### src/rtl/hazard_ctrl_pkg.sv
// rtl/hazard_ctrl_pkg.sv - shared encodings, record types and helpers for the hazard controller
// Purpose: forwarding-select encodings, the Tuse "never" marker, mult/div latency defaults,
// shadow-pipeline record layouts and the input normalisation helpers.
package hazard_ctrl_pkg;

    localparam int REG_AW       = 5;
    localparam int TNEW_W       = 2;
    localparam int TUSE_NEVER   = 4;
    localparam int MULT_CYC_DEF = 5;
    localparam int DIV_CYC_DEF  = 10;

    // D-stage selects: register file, or the E/M/W producer.
    localparam logic [1:0] FWD_RF = 2'd0;
    localparam logic [1:0] FWD_E  = 2'd1;
    localparam logic [1:0] FWD_M  = 2'd2;
    localparam logic [1:0] FWD_W  = 2'd3;

    // E-stage selects: value latched in DE, or the M/W producer.
    localparam logic [1:0] FWD_E_DE = 2'd0;
    localparam logic [1:0] FWD_E_M  = 2'd1;
    localparam logic [1:0] FWD_E_W  = 2'd2;

    // Producer view of a stage (M and W only need this much).
    typedef struct packed {
        logic [REG_AW-1:0] a3;
        logic [TNEW_W-1:0] tnew;
    } prod_rec_t;

    // E additionally keeps its own read addresses for E-stage forwarding.
    typedef struct packed {
        logic [REG_AW-1:0] a3;
        logic [TNEW_W-1:0] tnew;
        logic [REG_AW-1:0] a1;
        logic [REG_AW-1:0] a2;
    } e_rec_t;

    // Anything outside 1..31 (0, -2, wide values) means "no register".
    function automatic logic [REG_AW-1:0] norm_addr(input logic [31:0] a);
        return (a >= 32'd1 && a <= 32'd31) ? a[REG_AW-1:0] : '0;
    endfunction

    // Saturating decrement of a decoder Tnew, clamped to the record width.
    function automatic logic [TNEW_W-1:0] sat_tnew(input logic [31:0] t);
        if (t == 32'd0) return '0;
        if (t > 32'd4) return 2'd3;
        return 2'(t - 32'd1);
    endfunction

    function automatic logic [TNEW_W-1:0] sat_dec(input logic [TNEW_W-1:0] t);
        return (t != '0) ? t - 2'd1 : '0;
    endfunction

endpackage

### src/rtl/hazard_ctrl_md_busy_cnt.sv
// rtl/hazard_ctrl_md_busy_cnt.sv - mult/div busy counter
// Purpose: loads MULT_CYC/DIV_CYC on a start pulse, then counts down to zero.
// Ports: clk_i (clock), rst_n_i (async active-low clear), start_i (mult/div start pulse),
//        div_i (1 = div latency), busy_o (counter nonzero).
module md_busy_cnt
    import hazard_ctrl_pkg::*;
#(
    parameter int MULT_CYC = MULT_CYC_DEF,
    parameter int DIV_CYC  = DIV_CYC_DEF,
    parameter int CNT_W    = 4
) (
    input  logic clk_i,
    input  logic rst_n_i,
    input  logic start_i,
    input  logic div_i,
    output logic busy_o
);

    logic [CNT_W-1:0] cnt_q, cnt_d;

    // A start while still busy simply reloads; the core cannot issue one from an unstalled D.
    always_comb begin
        cnt_d = cnt_q;
        if (start_i) begin
            cnt_d = div_i ? CNT_W'(DIV_CYC) : CNT_W'(MULT_CYC);
        end else if (cnt_q != '0) begin
            cnt_d = cnt_q - CNT_W'(1);
        end
    end

    always_ff @(posedge clk_i or negedge rst_n_i) begin
        if (!rst_n_i) begin
            cnt_q <= '0;
        end else begin
            cnt_q <= cnt_d;
        end
    end

    assign busy_o = (cnt_q != '0);

endmodule

### src/rtl/hazard_ctrl.sv
// rtl/hazard_ctrl.sv - stall and forwarding controller for the 5-stage core
// Purpose: tracks producer records for E/M/W, raises stall on unresolved RAW or HI/LO
// hazards and drives the D/E forwarding mux selects.
// Ports: clk, reset (async active-low); D_* hazard fields of the instruction in D;
//        md_start/md_div (E-stage mult/div start); stall; fwd_D_A{1,2}_sel (0 RF,1 E,2 M,3 W);
//        fwd_E_A{1,2}_sel (0 DE,1 M,2 W); md_busy.
module hazard_ctrl
    import hazard_ctrl_pkg::*;
#(
    parameter int MULT_CYC = MULT_CYC_DEF,
    parameter int DIV_CYC  = DIV_CYC_DEF,
    parameter int CNT_W    = 4
) (
    input  logic        clk,
    input  logic        reset,
    input  logic [31:0] D_A1,
    input  logic [31:0] D_A2,
    input  logic [31:0] D_Tuse_A1,
    input  logic [31:0] D_Tuse_A2,
    input  logic [31:0] D_A3,
    input  logic [31:0] D_Tnew,
    input  logic        D_is_md,
    input  logic        md_start,
    input  logic        md_div,
    output logic        stall,
    output logic [1:0]  fwd_D_A1_sel,
    output logic [1:0]  fwd_D_A2_sel,
    output logic [1:0]  fwd_E_A1_sel,
    output logic [1:0]  fwd_E_A2_sel,
    output logic        md_busy
);

    logic [REG_AW-1:0] d_a1, d_a2, d_a3;
    e_rec_t            e_q, e_d;
    prod_rec_t         m_q, m_d, w_q, w_d, e_prod;
    logic              stall_rs, stall_rt, stall_md;

    // Read hazard: the value will not exist by the time the reader consumes it.
    function automatic logic rd_hazard(input logic [REG_AW-1:0] a, input logic [31:0] tuse,
                                       input prod_rec_t e, input prod_rec_t m);
        return (a != '0) && (tuse < 32'(TUSE_NEVER)) &&
               ((e.a3 == a && 32'(e.tnew) > tuse) || (m.a3 == a && 32'(m.tnew) > tuse));
    endfunction

    // Only the newest matching producer is considered; an older stage holds a stale value.
    function automatic logic [1:0] sel_d(input logic [REG_AW-1:0] a, input prod_rec_t e,
                                         input prod_rec_t m, input prod_rec_t w);
        if (a == '0)   return FWD_RF;
        if (e.a3 == a) return (e.tnew == '0) ? FWD_E : FWD_RF;
        if (m.a3 == a) return (m.tnew == '0) ? FWD_M : FWD_RF;
        if (w.a3 == a) return (w.tnew == '0) ? FWD_W : FWD_RF;
        return FWD_RF;
    endfunction

    function automatic logic [1:0] sel_e(input logic [REG_AW-1:0] a, input prod_rec_t m,
                                         input prod_rec_t w);
        if (a == '0)   return FWD_E_DE;
        if (m.a3 == a) return (m.tnew == '0) ? FWD_E_M : FWD_E_DE;
        if (w.a3 == a) return (w.tnew == '0) ? FWD_E_W : FWD_E_DE;
        return FWD_E_DE;
    endfunction

    assign d_a1   = norm_addr(D_A1);
    assign d_a2   = norm_addr(D_A2);
    assign d_a3   = norm_addr(D_A3);
    assign e_prod = '{a3: e_q.a3, tnew: e_q.tnew};

    md_busy_cnt #(
        .MULT_CYC (MULT_CYC),
        .DIV_CYC  (DIV_CYC),
        .CNT_W    (CNT_W)
    ) u_md_busy_cnt (
        .clk_i   (clk),
        .rst_n_i (reset),
        .start_i (md_start),
        .div_i   (md_div),
        .busy_o  (md_busy)
    );

    assign stall_rs = rd_hazard(d_a1, D_Tuse_A1, e_prod, m_q);
    assign stall_rt = rd_hazard(d_a2, D_Tuse_A2, e_prod, m_q);
    // md_start counts as busy in its own cycle so a HI/LO user right behind it waits.
    assign stall_md = D_is_md && (md_start || md_busy);
    assign stall    = stall_rs | stall_rt | stall_md;

    assign fwd_D_A1_sel = sel_d(d_a1, e_prod, m_q, w_q);
    assign fwd_D_A2_sel = sel_d(d_a2, e_prod, m_q, w_q);
    assign fwd_E_A1_sel = sel_e(e_q.a1, m_q, w_q);
    assign fwd_E_A2_sel = sel_e(e_q.a2, m_q, w_q);

    // M and W always advance; only E takes a bubble on stall.
    always_comb begin
        e_d = '0;
        if (!stall) begin
            e_d = '{a3: d_a3, tnew: sat_tnew(D_Tnew), a1: d_a1, a2: d_a2};
        end
        m_d = '{a3: e_q.a3, tnew: sat_dec(e_q.tnew)};
        w_d = '{a3: m_q.a3, tnew: sat_dec(m_q.tnew)};
    end

    always_ff @(posedge clk or negedge reset) begin
        if (!reset) begin
            e_q <= '0;
            m_q <= '0;
            w_q <= '0;
        end else begin
            e_q <= e_d;
            m_q <= m_d;
            w_q <= w_d;
        end
    end

endmodule

### config.mk
export PLATFORM = sky130hd
export DESIGN_NAME = hazard_ctrl
export DESIGN_NICKNAME = d
export VERILOG_FILES = /design/src/rtl/hazard_ctrl_pkg.sv /design/src/rtl/hazard_ctrl_md_busy_cnt.sv /design/src/rtl/hazard_ctrl.sv
export SDC_FILE = /design/constraint.sdc
export NUM_CORES = 1
export LEC_CHECK = 0
export ABC_AREA = 1
export CORE_UTILIZATION = 37
export CTS_CLUSTER_DIAMETER = 80
export DETAILED_ROUTE_END_ITERATION = 16
export PLACE_DENSITY = 0.82
export SLEW_MARGIN = 10
export SYNTH_ARGS = -nofsm -noshare
export SYNTH_HDL_FRONTEND = slang
export SYNTH_SLANG_ARGS = --single-unit
### constraint.sdc
create_clock -name clk -period 2.12 [get_ports clk]
set_input_delay 0.212 -clock clk [delete_from_list [all_inputs] [get_ports clk]]
set_output_delay 0.212 -clock clk [all_outputs]
set_load 0.01 [all_outputs]
==> results.yml, run 1 <==
run_status:
  status: "complete, but fails checks"
  violations: "setup timing"
pwr:
  total_power_uw: 1840
  p_sw_uw: 502
  clkPwrFrac_pct: 26.6
  swShare_pct: 27.2
  ir_drop_mv: 0.195
  p_seq_share_pct: 38.3
  p_per_area_mw_per_mm2: 300
  combPwrFrac_pct: 35.1
  p_leak_uw: 0.00279
  p_int_uw: 1340
grt:
  global_route.usage.met1_pct: 31.9
  gr-total-overflow: 0
  grt_max_degree: 36
  grt_pass1_wl_um: 20600
  use_met2_pct: 56.9
  busiest_layer: "met2"
  gr-usage-met3_pct: 4.19
  grt_pass1_vias: 4624
  antenna_found_initial: 0
  grt_usage_pct: 29.6
cts:
  clockRootBuffer: "clkbuf_8"
  clkSinkCount: 35
  clk_latency_ns: 0.29
  htreeDepth: 2
  cts_tree: "done"
  numCtsBuffers: 5
  cts.path.max_buffers: 2
  holdBufCountCts: 0
  clk_pin_slew_ns: 0.07
worst_setup_path:
  cpMostUsedCell: "nor2_1"
  crit_type: "input pin to primary output"
  arrival_ns: 1.97
  crit_path_max_fanout: 5
  required_ns: 1.91
  cp_cell_sequence: "buf_2, nor2_4, nand2_1, nor2_2, nand2_4, buf_12, nor2_8, nand3_4, xor2_1, o21ai_1, nor2_1, nand2_2, nor2_4, nor2_1, nor2_1, buf_2"
  end_kind: "primary output"
  max_stage_delay_ns: 0.17
  worstSetupStartpointType: "input pin"
  slowest_stage: "nor2_1"
logic_synthesis:
  synthMuxAreaShare_pct: 0
  synth-edff-count: 0
  synth_area_leaders: "dfrtp_1 28%, nor2_1 14%, nand2_1 12%, inv_1 6.3%, ha_1 4.4%"
  synth_xor_area_share_pct: 3.88
  synthCells: 486
  synth-simple-area-share_pct: 48.8
  yosysMostFrequentCell: "nor2_1"
  ys_warn_count: 0
  synth_area_per_cell_um2: 6.51
  async_reset_ff_share_pct: 100
  syn-num-nets: 694
  synth_seq_cells: 35
  syn_area_mm2: 0.00316
  seq_area_frac_synth_pct: 27.7
  synthTopCellsByCount: "120 x nor2_1, 100 x nand2_1, 53 x inv_1"
  synth.distinct_cells: 38
  synthAdderAreaFrac_pct: 4.35
  synth_compound_area_share_pct: 8.03
  yosys.area.top_type_share_pct: 27.7
  synth_top_family_by_area: "simple AND/OR/NAND/NOR gates"
  yosysTopAreaCell: "dfrtp_1"
  yosys_most_used_dff: "dfrtp_1"
floorplanning:
  die_w_um: 94.5
  io_pins: 207
  die-area_mm2: 0.00892
  fp.coreArea_mm2: 0.00826
  die_height_um: 94.5
  start_util_pct: 38.3
  rows: 33
route:
  wl_um: 13300
  via_per_inst: 5.30
  drtPass1Iterations: 5
  vias: 4537
  drtIter0Drc: 285
  wire_per_inst_um: 15.6
  route.detailed.drc: 0
  drtAntennaViolNets: 0
sta:
  clock_skew_ns: 0.00888
  setup_violations: 2
  rsz0062_at_grt: "yes"
  timing.final.ws_setup_ns: -0.0571
  worst_pin_slew_ns: 0.610
  final_hold_viol_count: 0
  fin_crit_sh_pct: 103
  fin_crit_ns: 2.18
  maxSlewViolCount: 0
  fin_hold_ws_ns: 0.326
  fmax_mhz: 459
  maxSlewHeadroom_pct: 58.3
layout:
  area_growth_pct: 94.1
  diodes: 0
  drive_gt1_share_pct: 32.2
  final_cells: 856
  finalNetCount: 959
flow_run:
  cap_violations: 0
placement:
  port_buffers: 206
  dp_cells: 829
  globalplace.congestion: 1.03
  dp_hpwl_um: 10400
min_path:
  worstHoldPathType: "input pin to asynchronous set/reset pin"
sequential cells by signal, summed over array words and instances, names as in the netlist:
register,count
w_q,7
m_q,7
e_prod,7
e_q,10
u_md_busy_cnt.cnt_q,4
cell type report:
type,instances,area [um2]
Timing Repair Buffer,258,2320
Fill cell,633,2120
Multi-Input combinational cell,394,2500
Sequential cell,35,877
Clock buffer,6,82.6
Inverter,57,219
Tap cell,105,131
Clock inverter,1,5.00
layer usage:
| metal | vias to the layer above | routed length (um) |
|---|---|---|
| met2 | 213 | 7220 |
| met1 | 2119 | 4800 |
| met4 | 0 | 422 |
| met5 | - | 0 |
| li1 | 2149 | - |
| met3 | 56 | 897 |
worst paths after layout:
kind | to | from | slack [ns] | depth (start not counted)
max in group asynchronous | w_q[3] | reset | 1.45 | 2
max reg2reg | e_q[4] | e_prod[0] | 0.22 | 9
min in group clk | e_q[5] | D_A1[0] | 0.34 | 4
min reg2reg | m_q[3] | e_prod[3] | 0.43 | 0
max | fwd_D_A2_sel[0] | D_A2[31] | -0.06 | 16
min | m_q[0] | reset | 0.33 | 2
repair_timing:
item,in CTS,in global routing
pin swaps,96,75
resized for setup,255,126
buffers inserted,17,2
gates cloned,1,0
endpoints found under the setup margin,26,26
worst max-delay path, delay by kind of cell:
kind / cells / cell delay [ns]
AOI/OAI and AO/OA: 1 / 0.08
xor gates and xnor gates: 1 / 0.14
buffers and inverters: 3 / 0.39
and+or+nand+nor: 11 / 1.13
power groups by stage:
stage | clock (uW) | combinational [uW] | sequential (uW)
2_1_floorplan | 0 | 170 | 714
3_3_place_gp | 0 | 612 | 717
3_5_place_dp | 0 | 631 | 718
4_1_cts | 491 | 619 | 706
5_1_grt | 525 | 703 | 708
6_report | 490 | 646 | 706
cells in the final DEF (no fill, tap or decap), types with 19 or more instances in the layout:
cell type	instances
nor2_1	85
buf_6	24
inv_1	42
nor2_2	32
nand4_1	21
clkbuf_2	27
nand2_1	84
buf_4	43
clkdlybuf4s50_1	133
nor4_1	19
dfrtp_1	34
through the flow:
stage                     setup slack (ns)  util (%)  instance area [um2]  setup TNS, ns
after floorplan                      0.323         -                 3160              0
after global placement              -0.721      67.8                 5600          -8.92
after detailed placement            -0.799      67.8                 5600         -10.10
after CTS                          0.00133      72.7                 6000              0
after global routing                -0.185      74.4                 6140         -0.452
final                              -0.0571      74.4                 6140        -0.0887
cell families (layout without fill, tap and decap cells):
kind of cell,after synthesis,after routing
fa+ha+maj,11,11
compound gates,43,43
buf+inv,58,322
simple gates,325,326
xor+xnor,14,14
flops,35,35
Note: power is estimated with default switching activity, not from simulation.
==> inputs of run 2 (changes only) <==
--- a/config.mk
+++ b/config.mk
@@ -6,10 +6,13 @@
 export NUM_CORES = 1
 export LEC_CHECK = 0
 export ABC_AREA = 1
-export CORE_UTILIZATION = 37
+export CELL_PAD_IN_SITES_DETAIL_PLACEMENT = 1
+export CELL_PAD_IN_SITES_GLOBAL_PLACEMENT = 1
+export CORE_UTILIZATION = 24
 export CTS_CLUSTER_DIAMETER = 80
 export DETAILED_ROUTE_END_ITERATION = 16
-export PLACE_DENSITY = 0.82
+export PLACE_DENSITY_LB_ADDON = 0.1
+export SETUP_SLACK_MARGIN = 0.15
 export SLEW_MARGIN = 10
 export SYNTH_ARGS = -nofsm -noshare
 export SYNTH_HDL_FRONTEND = slang
==> run 2 against run 1 <==
The flow still finishes with violations (setup timing). Utilization decreased by 22 points. Setup slack got worse by 0.062 ns. Final cell count increased by 11%. Sequential cell count unchanged. First-iteration DRC count decreased by 56%. Largest cell class is now buffers.
==> results.yml, run 2 (same netlist as run 1, synthesis figures left out) <==
sta:
  clock_skew_ns: 0.00565
  fmax_mhz: 447
  maxSlewViolCount: 0
  setup_violations: 5
  fin_crit_ns: 2.24
  final_hold_viol_count: 0
  fin_hold_ws_ns: 0.353
  worst_pin_slew_ns: 0.549
  fin_crit_sh_pct: 106
  rsz0062_at_grt: "yes"
  timing.final.ws_setup_ns: -0.119
  maxSlewHeadroom_pct: 62.4
cts:
  cts.path.max_buffers: 2
  holdBufCountCts: 0
  numCtsBuffers: 5
  clockRootBuffer: "clkbuf_16"
  clk_pin_slew_ns: 0.06
  clkSinkCount: 35
  htreeDepth: 2
  cts_tree: "done"
  clk_latency_ns: 0.28
floorplanning:
  fp.coreArea_mm2: 0.0127
  io_pins: 207
  rows: 41
  start_util_pct: 24.9
  die-area_mm2: 0.0136
  die_height_um: 117
  die_w_um: 117
worst_setup_path:
  max_stage_delay_ns: 0.20
  crit_type: "input pin to primary output"
  path_buf_inv: 3
  end_kind: "primary output"
  required_ns: 1.91
  critical-path-top-delay-family: "simple AND/OR/NAND/NOR gates"
  crit_start: "D_A2[11]"
  cp.depth: 15
  arrival_ns: 2.03
  cp_cell_sequence: "buf_6, nor2_1, nand2_2, nor2_4, nand2_8, nor2_4, nand4_1, nand2_1, nand2_2, nor2_4, and2_4, inv_2, o21ai_1, nor2_1, buf_2"
  crit_path_max_fanout: 4
  slowest_stage: "nor2_4"
  r2r_start: "u_md_busy_cnt.cnt_q[0]"
  cpMostUsedCell: "nor2_4"
  r2r_cells: 12
  worstSetupStartpointType: "input pin"
placement:
  post-place-ws_ns: -0.891
  port_buffers: 206
  globalplace.congestion: 0.873
  dp_cells: 913
  dp_hpwl_um: 12500
layout:
  seq_area_um2: 878
  multi_input_area_mm2: 0.00260
  finalNetCount: 982
  final_cell_mix: "133 x clkdlybuf4s50_1, 80 x nand2_1, 79 x nor2_1, 57 x buf_4, 43 x inv_1"
  final_common_cell: "clkdlybuf4s50_1"
  fillerInstances: 1610
  final_cells: 948
  largest_register: "e_q"
  largest_reg_flops: 10
  drive_gt1_share_pct: 35.2
  area_growth_pct: 112
pwr:
  ir_drop_mv: 0.240
  p_leak_uw: 0.00297
  swShare_pct: 26.4
  combPwrFrac_pct: 32.1
  clkPwrFrac_pct: 35.8
  p_int_uw: 1620
  p_sw_uw: 580
  p_seq_share_pct: 32.1
  p_per_area_mw_per_mm2: 328
grt:
  grt_max_degree: 36
  antenna_found_initial: 1
  gr-total-overflow: 0
  grt_usage_pct: 22.8
  grt_pass1_wl_um: 23800
  grt_pass1_vias: 4989
run_status:
  status: "complete, but fails checks"
  violations: "setup timing"
route:
  route.detailed.drc: 0
  drtAntennaViolNets: 0
  drtPass1Iterations: 4
  via_per_inst: 4.76
  wire_per_inst_um: 17.1
  drtIter0Drc: 124
  vias: 4517
  wl_um: 16200
min_path:
  worstHoldPathType: "input pin to asynchronous set/reset pin"
flow_run:
  cap_violations: 0
==> run 2: final timing paths <==
check                                       end  slack (ns)
min in group clk                         m_q[3]        0.41
worst max register to register           e_q[5]        0.27
worst min-delay path                     w_q[1]        0.35
max in group asynchronous                w_q[3]        1.41
worst min register to register           m_q[3]        0.41
worst max-delay path            fwd_D_A2_sel[0]       -0.12
==> run 2: final cells by class <==
class / count / area share [%]
diodes: 1 / 0.0374
clock buffers: 7 / 2.28
clock inverters: 1 / 0.112
inverters: 57 / 3.44
multi-input cells: 394 / 38.8
flip-flops and latches: 35 / 13.1
well taps: 172 / 3.21
repair buffers: 281 / 39.0
==> run 2: stage by stage <==
stage | total power, uW | TNS, ns | utilization (%) | cell area (um2)
global placement | 1350 | -11.58 | 45.7 | 5810
global route | 2300 | -0.762 | 52.6 | 6700
CTS | 2150 | -0.0146 | 49.5 | 6300
finish | 2200 | -0.303 | 52.6 | 6700
detailed placement | 1380 | -14.71 | 45.7 | 5810
floorplan | 884 | 0 | - | 3160
==> run 2: worst register-to-register path: stages, from the launching register on <==
cell and delay (ns):
dfrtp_1 0.38, inv_1 0.13, ha_1 0.17, nand2_1 0.07, nor2_1 0.08, inv_1 0.05
nor2_1 0.13, inv_1 0.10, nand2_1 0.12, nand3_4 0.12, buf_6 0.15, clkbuf_16 0.18
nor2_2 0.09
==> run 2: repair_timing <==
action	in CTS	in global routing
gates resized for setup	332	113
cloned	1	1
buffers inserted	19	5
pin swaps	105	64
hold endpoints to repair	0	0
endpoints found under the setup margin	26	26
==> run 2: routing by layer <==
layer	track usage [%]	share of wire [%]
met1	22.5	34
met2	46.7	57
met3	5.20	5.5
met4	6.58	2.6
met5	0	0
==> run 2: power by group through the flow <==
stage	Clock, uW	Combinational (uW)	Sequential, uW
5_1_grt	824	764	708
2_1_floorplan	0	170	714
6_report	787	704	705
4_1_cts	792	649	705
3_3_place_gp	0	637	716
3_5_place_dp	0	663	717
